`src/rtl/led_debug_pager_pkg.sv`:
```
`default_nettype none
// ============================================================================
// led_debug_pager_pkg : mode encodings and index-flash fraction for the pager
// Revision: 1.0
// ============================================================================
package led_debug_pager_pkg;

    typedef enum logic [1:0] {
        LP_MODE_AUTO   = 2'd0,
        LP_MODE_MANUAL = 2'd1,
        LP_MODE_STICKY = 2'd2,
        LP_MODE_FREEZE = 2'd3
    } lp_mode_e;

    // Top counter bits that must be zero for the index flash: 3 bits = 1/8 page
    localparam int LP_FLASH_BITS = 3;

endpackage
`default_nettype wire

```
`src/rtl/led_debug_pager_sync_ff.sv`:
```
`default_nettype none
// ============================================================================
// sync_ff : multi-stage flop synchroniser, async active-low reset to 0
// Revision: 1.0
// ============================================================================
module sync_ff #(
    parameter int WIDTH  = 1,
    parameter int STAGES = 2
) (
    input  logic             CLK_60M,
    input  logic             NRST,
    input  logic [WIDTH-1:0] D,
    output logic [WIDTH-1:0] Q
);

    logic [STAGES-1:0][WIDTH-1:0] r_sh;

    always_ff @(posedge CLK_60M or negedge NRST) begin
        if (!NRST) begin
            r_sh <= '0;
        end else begin
            r_sh <= {r_sh[STAGES-2:0], D};
        end
    end

    assign Q = r_sh[STAGES-1];

endmodule
`default_nettype wire

```
`src/rtl/led_debug_pager.sv`:
```
`default_nettype none
// ============================================================================
// led_debug_pager : pages N_CH synchronised status words onto the LED bank
// Revision: 1.0
// ============================================================================
module led_debug_pager
    import led_debug_pager_pkg::*;
#(
    parameter int N_CH        = 4,
    parameter int WIDTH       = 8,
    parameter int DWELL_LOG2  = 26,
    parameter int SYNC_STAGES = 2,
    parameter int INVERT      = 1,
    parameter int IDX_FLASH   = 1
) (
    input  logic                  CLK_60M,
    input  logic                  NRST,
    input  logic [N_CH*WIDTH-1:0] CH_DATA,
    input  logic [1:0]            MODE,
    input  logic [3:0]            SEL,
    input  logic                  CLR,
    output logic [WIDTH-1:0]      LED,
    output logic [3:0]            CUR_CH,
    output logic                  PAGE_TICK
);

    localparam logic [3:0]       c_last_ch = 4'(N_CH - 1);
    localparam logic [WIDTH-1:0] c_led_pol = (INVERT != 0) ? '1 : '0;

    logic                  w_rst_n;
    logic [N_CH*WIDTH-1:0] w_data_s;
    logic [6:0]            w_ctrl_s;
    lp_mode_e              w_mode_s;
    logic [3:0]            w_sel_s;
    logic                  w_clr_s;

    logic [DWELL_LOG2-1:0] r_cnt;
    logic                  r_tick;
    logic [3:0]            r_cur_ch;
    logic [N_CH*WIDTH-1:0] r_sticky;
    logic                  r_clr_d;
    logic [WIDTH-1:0]      r_word;

    logic                  w_wrap;
    logic                  w_clr_rise;
    logic                  w_flash;
    logic [3:0]            w_next_ch;
    logic [WIDTH-1:0]      w_word;
    logic [WIDTH-1:0]      w_onehot;
    logic [N_CH*WIDTH-1:0] w_sticky_next;

    // Reset asserts asynchronously but releases two edges after NRST rises
    sync_ff #(.WIDTH(1), .STAGES(2)) u_rst_sync (
        .CLK_60M (CLK_60M),
        .NRST    (NRST),
        .D       (1'b1),
        .Q       (w_rst_n)
    );

    sync_ff #(.WIDTH(N_CH*WIDTH), .STAGES(SYNC_STAGES)) u_data_sync (
        .CLK_60M (CLK_60M),
        .NRST    (w_rst_n),
        .D       (CH_DATA),
        .Q       (w_data_s)
    );

    sync_ff #(.WIDTH(7), .STAGES(SYNC_STAGES)) u_ctrl_sync (
        .CLK_60M (CLK_60M),
        .NRST    (w_rst_n),
        .D       ({MODE, SEL, CLR}),
        .Q       (w_ctrl_s)
    );

    assign w_mode_s   = lp_mode_e'(w_ctrl_s[6:5]);
    assign w_sel_s    = w_ctrl_s[4:1];
    assign w_clr_s    = w_ctrl_s[0];

    assign w_wrap     = &r_cnt;
    assign w_clr_rise = w_clr_s & ~r_clr_d;
    assign w_flash    = (IDX_FLASH != 0) &&
                        (r_cnt[DWELL_LOG2-1 -: LP_FLASH_BITS] == '0);

    // A clear edge reloads with the current data so a same-cycle event survives
    assign w_sticky_next = w_clr_rise ? w_data_s : (r_sticky | w_data_s);

    always_comb begin
        w_next_ch = r_cur_ch;
        case (w_mode_s)
            LP_MODE_MANUAL: begin
                w_next_ch = (32'(w_sel_s) >= N_CH) ? c_last_ch : w_sel_s;
            end
            LP_MODE_AUTO, LP_MODE_STICKY: begin
                if (w_wrap) begin
                    w_next_ch = (r_cur_ch == c_last_ch) ? 4'd0 : r_cur_ch + 4'd1;
                end
            end
            default: ;
        endcase
    end

    always_comb begin
        w_word = '0;
        for (int c = 0; c < N_CH; c++) begin
            if (r_cur_ch == 4'(c)) begin
                w_word = (w_mode_s == LP_MODE_STICKY) ? r_sticky[c*WIDTH +: WIDTH]
                                                      : w_data_s[c*WIDTH +: WIDTH];
            end
        end
    end

    always_comb begin
        w_onehot = '0;
        for (int b = 0; b < WIDTH; b++) begin
            w_onehot[b] = ((32'(r_cur_ch) % WIDTH) == b);
        end
    end

    always_ff @(posedge CLK_60M or negedge w_rst_n) begin
        if (!w_rst_n) begin
            r_cnt    <= '0;
            r_tick   <= 1'b0;
            r_cur_ch <= '0;
            r_sticky <= '0;
            r_clr_d  <= 1'b0;
            r_word   <= '0;
        end else begin
            r_clr_d <= w_clr_s;
            if (w_mode_s != LP_MODE_FREEZE) begin
                r_cnt    <= r_cnt + DWELL_LOG2'(1);
                r_tick   <= w_wrap;
                r_cur_ch <= w_next_ch;
                r_sticky <= w_sticky_next;
                r_word   <= w_flash ? w_onehot : w_word;
            end else begin
                r_tick   <= 1'b0;
            end
        end
    end

    assign LED       = r_word ^ c_led_pol;
    assign CUR_CH    = r_cur_ch;
    assign PAGE_TICK = r_tick;

endmodule
`default_nettype wire

```
`config.mk`:
```
export PLATFORM = sky130hd
export DESIGN_NAME = led_debug_pager
export DESIGN_NICKNAME = d
export VERILOG_FILES = /design/src/rtl/led_debug_pager_pkg.sv /design/src/rtl/led_debug_pager_sync_ff.sv /design/src/rtl/led_debug_pager.sv
export SDC_FILE = /design/constraint.sdc
export NUM_CORES = 1
export LEC_CHECK = 0
export CAP_MARGIN = 20
export CORE_ASPECT_RATIO = 0.8
export CORE_MARGIN = 8
export CORE_UTILIZATION = 50
export CTS_BUF_LIST = sky130_fd_sc_hd__clkbuf_8
export DETAILED_ROUTE_END_ITERATION = 16
export PLACE_DENSITY = 0.71
export SLEW_MARGIN = 25
export SYNTH_ARGS = -nofsm -noshare
export SYNTH_HDL_FRONTEND = slang
export SYNTH_SLANG_ARGS = --single-unit
```
`constraint.sdc`:
```
create_clock -name CLK_60M -period 6.7 [get_ports CLK_60M]
set_input_delay 1.675 -clock CLK_60M [delete_from_list [all_inputs] [get_ports CLK_60M]]
set_output_delay 1.675 -clock CLK_60M [all_outputs]
set_load 0.05 [all_outputs]
```
==> results.ini, run 1 <==
[run_status]
status=completed

[critical_path]
slowest_delay_ns=0.91
critPathKind=reg2out
worstSetupStartpointType=register
r2r_start=u_ctrl_sync.Q[5]
crit_family=buffers and inverters
end_kind=output port
crit_chain=clkdlybuf4s50_1
worstPathRequired_ns=5.03
critPathArrivalTime_ns=1.86
cp_max_fo=10
critPathBufInv=1
startpoint=CUR_CH[2]
worst_path_max_delay_cell=clkdlybuf4s50_1

[clocking]
clkLatencyLatePin_ns=0.44
cts_tree=built
cts_setup_buffers=0
ctsHoldBuffers=0
cts_buffers=17
cts_root_buffer=clkbuf_8
cts_resized=0
clock_sinks=152
clk_pin_slew_ns=0.08
max-clock-path-buffers=2
cts.htree.levels=4

[power]
p_leak_uw=0.00296
powerDensity_nw_per_um2=304
vdd_drop_max_mv=0.149

[grt]
grt_pass1_wl_mm=18.5
first_global_vias=3612
grt_antenna_before_repair=0
grt_max_degree=89
grt.total_usage_pct=15.6
overflow=0

[synth]
synth-seq-cells=152
synthTopCellsByCount=dfrtp_1, nand2_1, a22o_1, mux2i_1, nand3_1
yosysSeqAreaShare_pct=67.6
syn_inst=439
syn_nets=487
yosys.area.top_type=dfrtp_1
synth.most_common_cell=dfrtp_1
synth_top_area_share_pct=67.6
ys.warnings.count=0
netlist_top_cells_area=dfrtp_1, a22o_1, nand2_1
yosysUniqueCellTypes=39
async_reset_ff_share_pct=100
avgSynthCellArea_um2=12.8
synth_edf_count=0
ys.flop_type=dfrtp_1
syn_area_um2=5630

[place]
dp_hpwl_mm=7.17
placed_area_um2=6310
io_buffers=53
gp_congestion=0.838

[detailed_routing]
routedWlPerCell_um=16.6
drcViolationCount=0
drt_iter0_drc=266
avgViaCountPerCell=5.32
first_pass_iters=5
ant_nets=0
routed_wl_mm=10.9
vias=3493

[timing]
drv_slew=0
clock_skew_ns=0.00907
setup_viol=0
final.period_utilization_pct=52.8
slew_headroom_pct=44.0
worstMarginPinSlew_ns=0.839
hold_viol=0
max_freq_mhz=283
grt_setup_unrepaired=no
min_period_ns=3.54
finalSetupTns_ns=0

[floorplanning]
design.die.area_um2=14900
num_io_pins=54
start_util_pct=51.5
die_w_um=135
core_um2=10900
die_h_um=111
rows=34

[finish]
final-seq-area_um2=3810
syn2layout_area_growth_pct=18.9
fin_nets=547
diodes=0
fin_area_um2=6690
fillers=841
multi_input_area_um2=1710
layout-drive-gt1-share_pct=8.59

[hold_path]
min_from=u_data_sync.r_sh[30]
worstHoldPathType=reg2reg

[job]
maxCapViolCount=0

## layout make-up
cell class / count / share of cell area, %
well taps: 144 / 2.69
clock inverters: 13 / 1.74
flip-flops and latches: 152 / 56.9
inverters: 13 / 0.729
clock buffers: 19 / 3.91
repair buffers: 58 / 8.54
multi-input cells: 257 / 25.5
## sequential cells by signal (all words and copies together) (netlist names)
| register | flops |
|---|---|
| u_ctrl_sync.r_sh | 7 |
| r_word | 8 |
| PAGE_TICK | 1 |
| u_rst_sync.Q | 1 |
| r_sticky | 32 |
| r_cnt | 26 |
| u_ctrl_sync.Q | 7 |
| CUR_CH | 4 |
| u_data_sync.r_sh | 32 |
| u_rst_sync.r_sh | 1 |
| r_clr_d | 1 |
| u_data_sync.Q | 32 |
## power by group
part | internal, uW | switching [uW] | leakage [uW]
Clock | 316 | 343 | 0.000195
Sequential | 993 | 59.8 | 0.00179
Combinational | 128 | 193 | 0.000974
## kinds of logic after synthesis
logic type / Yosys count / synth area share (%)
mux: 20 / 3.56
buf+inv: 30 / 2.18
compound gates: 73 / 9.76
simple gates: 131 / 11.4
fa+ha+maj: 7 / 1.56
flops: 152 / 67.6
xor+xnor: 25 / 3.89
other cells: 1 / 0.0666
## metal layers
metal / global-route usage [%] / routed length (um)
met1: 21.7 / 5160
met2: 22.4 / 5030
met3: 4.66 / 546
met4: 6.12 / 138
met5: 0 / 0
## cell usage in the layout, fill, tap and decap left out, types with 2 or more instances in the layout
master / instances
a21oi_1: 10
a22o_1: 32
a31oi_1: 8
and2_1: 2
and3_1: 2
buf_4: 4
clkbuf_8: 19
clkdlybuf4s50_1: 53
clkinv_2: 3
clkinvlp_4: 2
dfrtp_1: 151
ha_1: 7
inv_1: 14
inv_6: 5
mux2i_1: 20
nand2_1: 62
nand2b_1: 4
nand3_1: 19
nand3b_1: 2
nand4_1: 6
nor2_1: 12
nor3_1: 7
o2111ai_1: 4
o211ai_1: 4
o21ai_0: 5
o22ai_1: 8
or3_1: 4
xnor2_1: 16
xor2_1: 9
## metrics by stage
step	setup slack, ns	total power (uW)	utilization [%]	std cells	hold slack [ns]
CTS	3.14	2050	61.2	656	0.351
global placement	3.64	1380	57.7	624	0.333
floorplan	2.15	1270	-	439	0.331
global route	3.10	2130	61.2	656	0.356
finish	3.16	2030	61.2	656	0.347
detailed placement	3.64	1390	57.7	624	0.335
## final timing paths
check,slack (ns),endpoint,depth (start not counted)
max in group asynchronous,5.09,r_sticky[2],1
max reg2reg,4.21,CUR_CH[1],6
min,0.35,u_data_sync.Q[30],0
min reg2reg,0.35,u_data_sync.Q[30],0
max,3.16,CUR_CH[2],1
min in group asynchronous,0.42,u_data_sync.Q[30],0
Note: power is estimated with default switching activity, not from simulation.
==> run 2, diff against run 1 <==
PLACE_DENSITY = 0.74   (was 0.71)
clock period = 2.9 ns   (was 6.7 ns; I/O delays follow)
==> run 2 against run 1 <==
Worst setup slack worse by 2.8 ns. Power increased by 140%. Non-clock buffer count rose by 3.
==> results.ini, run 2 (same netlist as run 1, synthesis figures left out) <==
[detailed_routing]
ant_nets=0  ; unchanged
routed_wl_mm=11.1  ; +2.2%
drt_iter0_drc=292  ; +9.8%
first_pass_iters=4  ; -1
vias=3548  ; +1.6%
drcViolationCount=0  ; unchanged
routedWlPerCell_um=16.9  ; +1.7%
avgViaCountPerCell=5.38  ; +1.1%

[floorplanning]
core_um2=10900  ; unchanged
die_w_um=135  ; unchanged
design.die.area_um2=14900  ; unchanged
num_io_pins=54  ; unchanged
start_util_pct=51.5  ; unchanged
rows=34  ; unchanged
die_h_um=111  ; unchanged

[timing]
slew_headroom_pct=49.4  ; +5.4 points
finalSetupTns_ns=0  ; unchanged
max_freq_mhz=389
grt_setup_unrepaired=no
fin_ws_ns=0.327  ; -2.83 ns
final.period_utilization_pct=88.7
drv_slew=0  ; unchanged
clock_skew_ns=0.0127  ; +0.00367 ns
min_period_ns=2.57
setup_viol=0  ; unchanged
worstMarginPinSlew_ns=0.759  ; -0.0805 ns
hold_viol=0  ; unchanged

[grt]
grt_max_degree=62  ; -30%
first_global_vias=3697  ; +2.4%
grt.total_usage_pct=15.7  ; +0.047 points
grt_antenna_before_repair=0  ; unchanged
grt_pass1_wl_mm=18.5  ; +0.37%
overflow=0  ; unchanged

[clocking]
clkLatencyLatePin_ns=0.44  ; about the same
cts_setup_buffers=0  ; unchanged
cts_tree=built
max-clock-path-buffers=2  ; unchanged
ctsHoldBuffers=0  ; unchanged
cts_resized=0  ; unchanged
cts.htree.levels=4  ; unchanged
cts_root_buffer=clkbuf_8
cts_buffers=17  ; unchanged
clk_pin_slew_ns=0.07  ; about the same
clock_sinks=152  ; unchanged

[power]
clkPwrFrac_pct=34.5  ; +2.1 points
pwr-share-seq_pct=50.1  ; -1.7 points
vdd_drop_max_mv=0.480  ; +220%
powerDensity_nw_per_um2=720  ; +140%
p_sw_share_pct=28.6  ; -0.70 points
p_leak_uw=0.00300  ; +1.3%
p_int_uw=3480  ; +140%
pwr-share-comb_pct=15.4  ; -0.4 points
p_sw_uw=1390  ; +130%

[finish]
fillers=831  ; -1.2%
layout_common_cells=dfrtp_1, nand2_1, clkdlybuf4s50_1, a22o_1, mux2i_1
layout-drive-gt1-share_pct=8.74  ; +0.14 points
diodes=0  ; unchanged
final_common_cell=dfrtp_1
utilization_pct=61.9  ; +0.64 points
stdcell_count=659  ; +0.46%
fin_nets=550  ; +0.55%
syn2layout_area_growth_pct=20.2

[critical_path]
worstPathRequired_ns=2.17  ; -2.86 ns
cp_max_fo=10  ; unchanged
slowest_delay_ns=0.88  ; -0.03 ns
end_kind=output port
critPathKind=reg2out
crit_chain=clkdlybuf4s50_1
crit_family=buffers and inverters
critPathArrivalTime_ns=1.85  ; about the same
worstSetupStartpointType=register
worst_path_max_delay_cell=clkdlybuf4s50_1
critPathBufInv=1  ; unchanged

[place]
dp_cells=627  ; +0.48%
gp_congestion=0.859  ; +2.5%
dp_hpwl_mm=7.34  ; +2.4%
io_buffers=53  ; unchanged
dp_slack_ns=0.781  ; -2.86 ns

[hold_path]
worstHoldPathType=reg2reg

[run_status]
status=completed

[job]
maxCapViolCount=0  ; unchanged

-- run 2: metal layers --
| metal | up-vias | GRT usage (%) | share of wire [%] |
|---|---|---|---|
| met5 | - | 0 | 0 |
| met4 | 0 | 5.75 | 1.5 |
| met3 | 19 | 4.80 | 5.7 |
| met2 | 106 | 23.6 | 47 |
| met1 | 1773 | 20.9 | 46 |
| li1 | 1650 | - | - |
-- run 2: stage by stage --
step           hold WS (ns)  cell area, um2  power [uW]
2_1_floorplan         0.331            5630        2940
3_3_place_gp          0.335            6340        3200
3_5_place_dp          0.335            6340        3220
4_1_cts               0.354            6760        4910
5_1_grt               0.359            6760        5100
6_report              0.351            6760        4870
-- run 2: power groups by stage --
stage | logic, uW | clock network (uW) | registers [uW]
CTS | 752 | 1720 | 2440
finish | 749 | 1680 | 2440
global placement | 730 | 0 | 2470
global route | 823 | 1810 | 2470
floorplan | 454 | 0 | 2490
detailed placement | 745 | 0 | 2480
-- run 2: path summary, 6_finish.rpt --
path	startpoint	end	slack, ns	depth (start not counted)
min	u_data_sync.r_sh[13]	u_data_sync.Q[13]	0.35	0
min in group asynchronous	u_rst_sync.Q	u_data_sync.r_sh[29]	0.41	0
min reg2reg	u_data_sync.r_sh[13]	u_data_sync.Q[13]	0.35	0
max in group asynchronous	u_rst_sync.Q	r_sticky[1]	1.50	1
max	CUR_CH[2]	CUR_CH[2]	0.33	1
max reg2reg	r_cnt[3]	CUR_CH[1]	0.76	5
-- run 2: final cells by class --
| class | instances | area, um2 | area share [%] |
|---|---|---|---|
| flip-flops and latches | 152 | 3810 | 56.3 |
| well taps | 144 | 180 | 2.66 |
| clock buffers | 18 | 248 | 3.66 |
| multi-input cells | 257 | 1700 | 25.2 |
| clock inverters | 14 | 171 | 2.53 |
| repair buffers | 61 | 603 | 8.92 |
| inverters | 13 | 48.8 | 0.722 |
-- run 2: worst register-to-register path, stage by stage, from the launching register on --
cell     delay [ns]
dfrtp_1        0.40
nand2_1        0.08
or2_0          0.37
or4_4          0.65
o31ai_4        0.33
mux2i_1        0.23
==> run 3, diff against run 2 <==
==> constraint.sdc (replaced) <==
create_clock -name CLK_60M -period 2.9 [get_ports CLK_60M]
set_input_delay 0.29 -clock CLK_60M [delete_from_list [all_inputs] [get_ports CLK_60M]]
set_output_delay 0.29 -clock CLK_60M [all_outputs]
set_load 0.05 [all_outputs]
==> run 3 against run 2 <==
Design area decreased by 0.20%. Hold slack lost 0.070 ns. Clock power shrank 4%. Critical path depth did not move. Critical path type unchanged. Routed wire length down 6.2%. Sequential share of layout area is 0.11 points higher. Highest routed layer unchanged. Sequential cell count is the same. Count of clock-buffer cells in the layout decreased by 1. Global-route usage shrank 0.51 points. Sequential power barely moved. Critical endpoint unchanged. Final cell count unchanged.
==> results.ini, run 3 (same netlist as run 1, synthesis figures left out) <==
[run_status]
status=completed

[detailed_routing]
drt_iter0_drc=275  ; -5.8%
drcViolationCount=0  ; unchanged
wl_met3_um=535  ; -15%
m1WireLength_mm=4.91  ; -3.8%
route.top_layer_used=met4
first_pass_iters=5  ; +1
avgViaCountPerCell=5.20  ; -3.3%
vias=3430  ; -3.3%
routedWlPerCell_um=15.8  ; -6.2%
wl_met2_mm=4.92  ; -5.7%
routed_wl_mm=10.4  ; -6.2%
ant_nets=0  ; unchanged

[critical_path]
critPathArrivalTime_ns=1.90  ; +0.05 ns
critPathKind=reg2out
crit_chain=clkdlybuf4s50_1
cp_max_fo=10  ; unchanged
slowest_delay_ns=0.88  ; about the same
crit_family=buffers and inverters
worstSetupStartpointType=register
reg2regPathDepth=5  ; unchanged
critPathBufInv=1  ; unchanged
worst_path_max_delay_cell=clkdlybuf4s50_1
end_kind=output port
cp.depth=1  ; unchanged
worstPathRequired_ns=2.61  ; +0.44 ns

[finish]
final_common_cell=dfrtp_1
layout-drive-gt1-share_pct=8.93  ; +0.19 points
layout_common_cells=dfrtp_1, nand2_1, clkdlybuf4s50_1, a22o_1, mux2i_1
diodes=0  ; unchanged
syn2layout_area_growth_pct=19.9
fillers=841  ; +1.2%
fin_nets=551  ; +0.18%
stdcell_count=659  ; unchanged

[clocking]
cts_tree=built
cts_buffers=17  ; unchanged
clk_pin_slew_ns=0.09  ; +0.02 ns
max-clock-path-buffers=2  ; unchanged
cts_root_buffer=clkbuf_8
cts_setup_buffers=0  ; unchanged
clkLatencyLatePin_ns=0.43  ; about the same
clock_sinks=152  ; unchanged
cts.htree.levels=4  ; unchanged

[timing]
fin_ws_ns=0.712  ; +0.384 ns
clock_skew_ns=0.0132  ; +0.000448 ns
min_period_ns=2.19  ; -0.384 ns
finalSetupTns_ns=0  ; unchanged
grt_setup_unrepaired=no
slew_headroom_pct=48.2  ; -1.2 points
max_freq_mhz=457  ; +18%
drv_slew=0  ; unchanged
final.period_utilization_pct=75.5  ; -13 points
hold_viol=0  ; unchanged
setup_viol=0  ; unchanged
worstMarginPinSlew_ns=0.778  ; +0.0186 ns

[floorplanning]
num_io_pins=54  ; unchanged
design.die.area_um2=14900  ; unchanged
core_um2=10900  ; unchanged
rows=34  ; unchanged
die_h_um=111  ; unchanged
start_util_pct=51.5  ; unchanged
die_w_um=135  ; unchanged

[place]
io_buffers=53  ; unchanged
dp_slack_ns=0.832  ; +0.0517 ns
dp_cells=627  ; unchanged
gp_congestion=0.878  ; +2.2%
dp_hpwl_mm=7.02  ; -4.3%

[grt]
grt_pass1_wl_mm=18.1  ; -2.6%
overflow=0  ; unchanged
grt.total_usage_pct=15.2  ; -0.51 points
first_global_vias=3626  ; -1.9%
grt_antenna_before_repair=0  ; unchanged
grt_max_degree=59  ; -4.8%

[hold_path]
hold_depth=1  ; +1
worstHoldPathType=in2reg

[power]
powerDensity_nw_per_um2=709  ; -1.6%
p_leak_uw=0.00300  ; -0.16%
vdd_drop_max_mv=0.482  ; +0.38%

[job]
maxCapViolCount=0  ; unchanged

## run 3: repair_timing
item | 4_1_cts | 5_1_grt
hold endpoints to repair | 2 | 0
hold buffers | 1 | 0
resized for setup | 0 | 0
## run 3: metal layers
metal | GRT usage, % | vias up
li1 | - | 1651
met1 | 21.1 | 1689
met2 | 22.5 | 84
met3 | 4.57 | 6
met4 | 4.41 | 0
met5 | 0 | -
## run 3: path summary, 6_finish.rpt
| check | start | slack [ns] | end |
|---|---|---|---|
| worst max-delay path | CUR_CH[2] | 0.71 | CUR_CH[2] |
| worst min-delay path | SEL[1] | 0.28 | u_ctrl_sync.r_sh[2] |
| worst max register to register | u_ctrl_sync.Q[5] | 0.81 | r_word[7] |
| worst min register to register | u_data_sync.r_sh[24] | 0.35 | u_data_sync.Q[24] |
| max in group asynchronous | u_rst_sync.Q | 1.74 | r_sticky[22] |
| min in group asynchronous | u_rst_sync.Q | 0.40 | r_sticky[26] |
## run 3: stage by stage
step	utilization, %	hold WS, ns	power [uW]	area [um2]
2_1_floorplan	-	-0.00559	2940	5630
3_3_place_gp	58.0	0.333	3190	6340
3_5_place_dp	58.0	0.335	3210	6340
4_1_cts	61.7	0.256	4830	6750
5_1_grt	61.7	0.248	5030	6750
6_report	61.7	0.281	4780	6750
## run 3: final cells by class
cell class                      count  area [um2]  area share (%)
Clock buffer                       17         234            3.47
Clock inverter                     14         161            2.39
Inverter                           13        48.8           0.723
Multi-Input combinational cell    257        1700            25.3
Sequential cell                   152        3810            56.4
Tap cell                          144         180            2.67
Timing Repair Buffer               62         613            9.08
## run 3: power by group
group | total [uW] | internal [uW] | switching (uW)
Clock | 1610 | 789 | 826
Sequential | 2430 | 2290 | 138
Combinational | 736 | 300 | 436
## run 3: worst register-to-register path, stage by stage (launching register included)
cell,delay (ns)
dfrtp_1,0.55
nand2b_1,0.67
mux2i_1,0.27
o22ai_1,0.12
o2111ai_1,0.22
o211ai_1,0.13
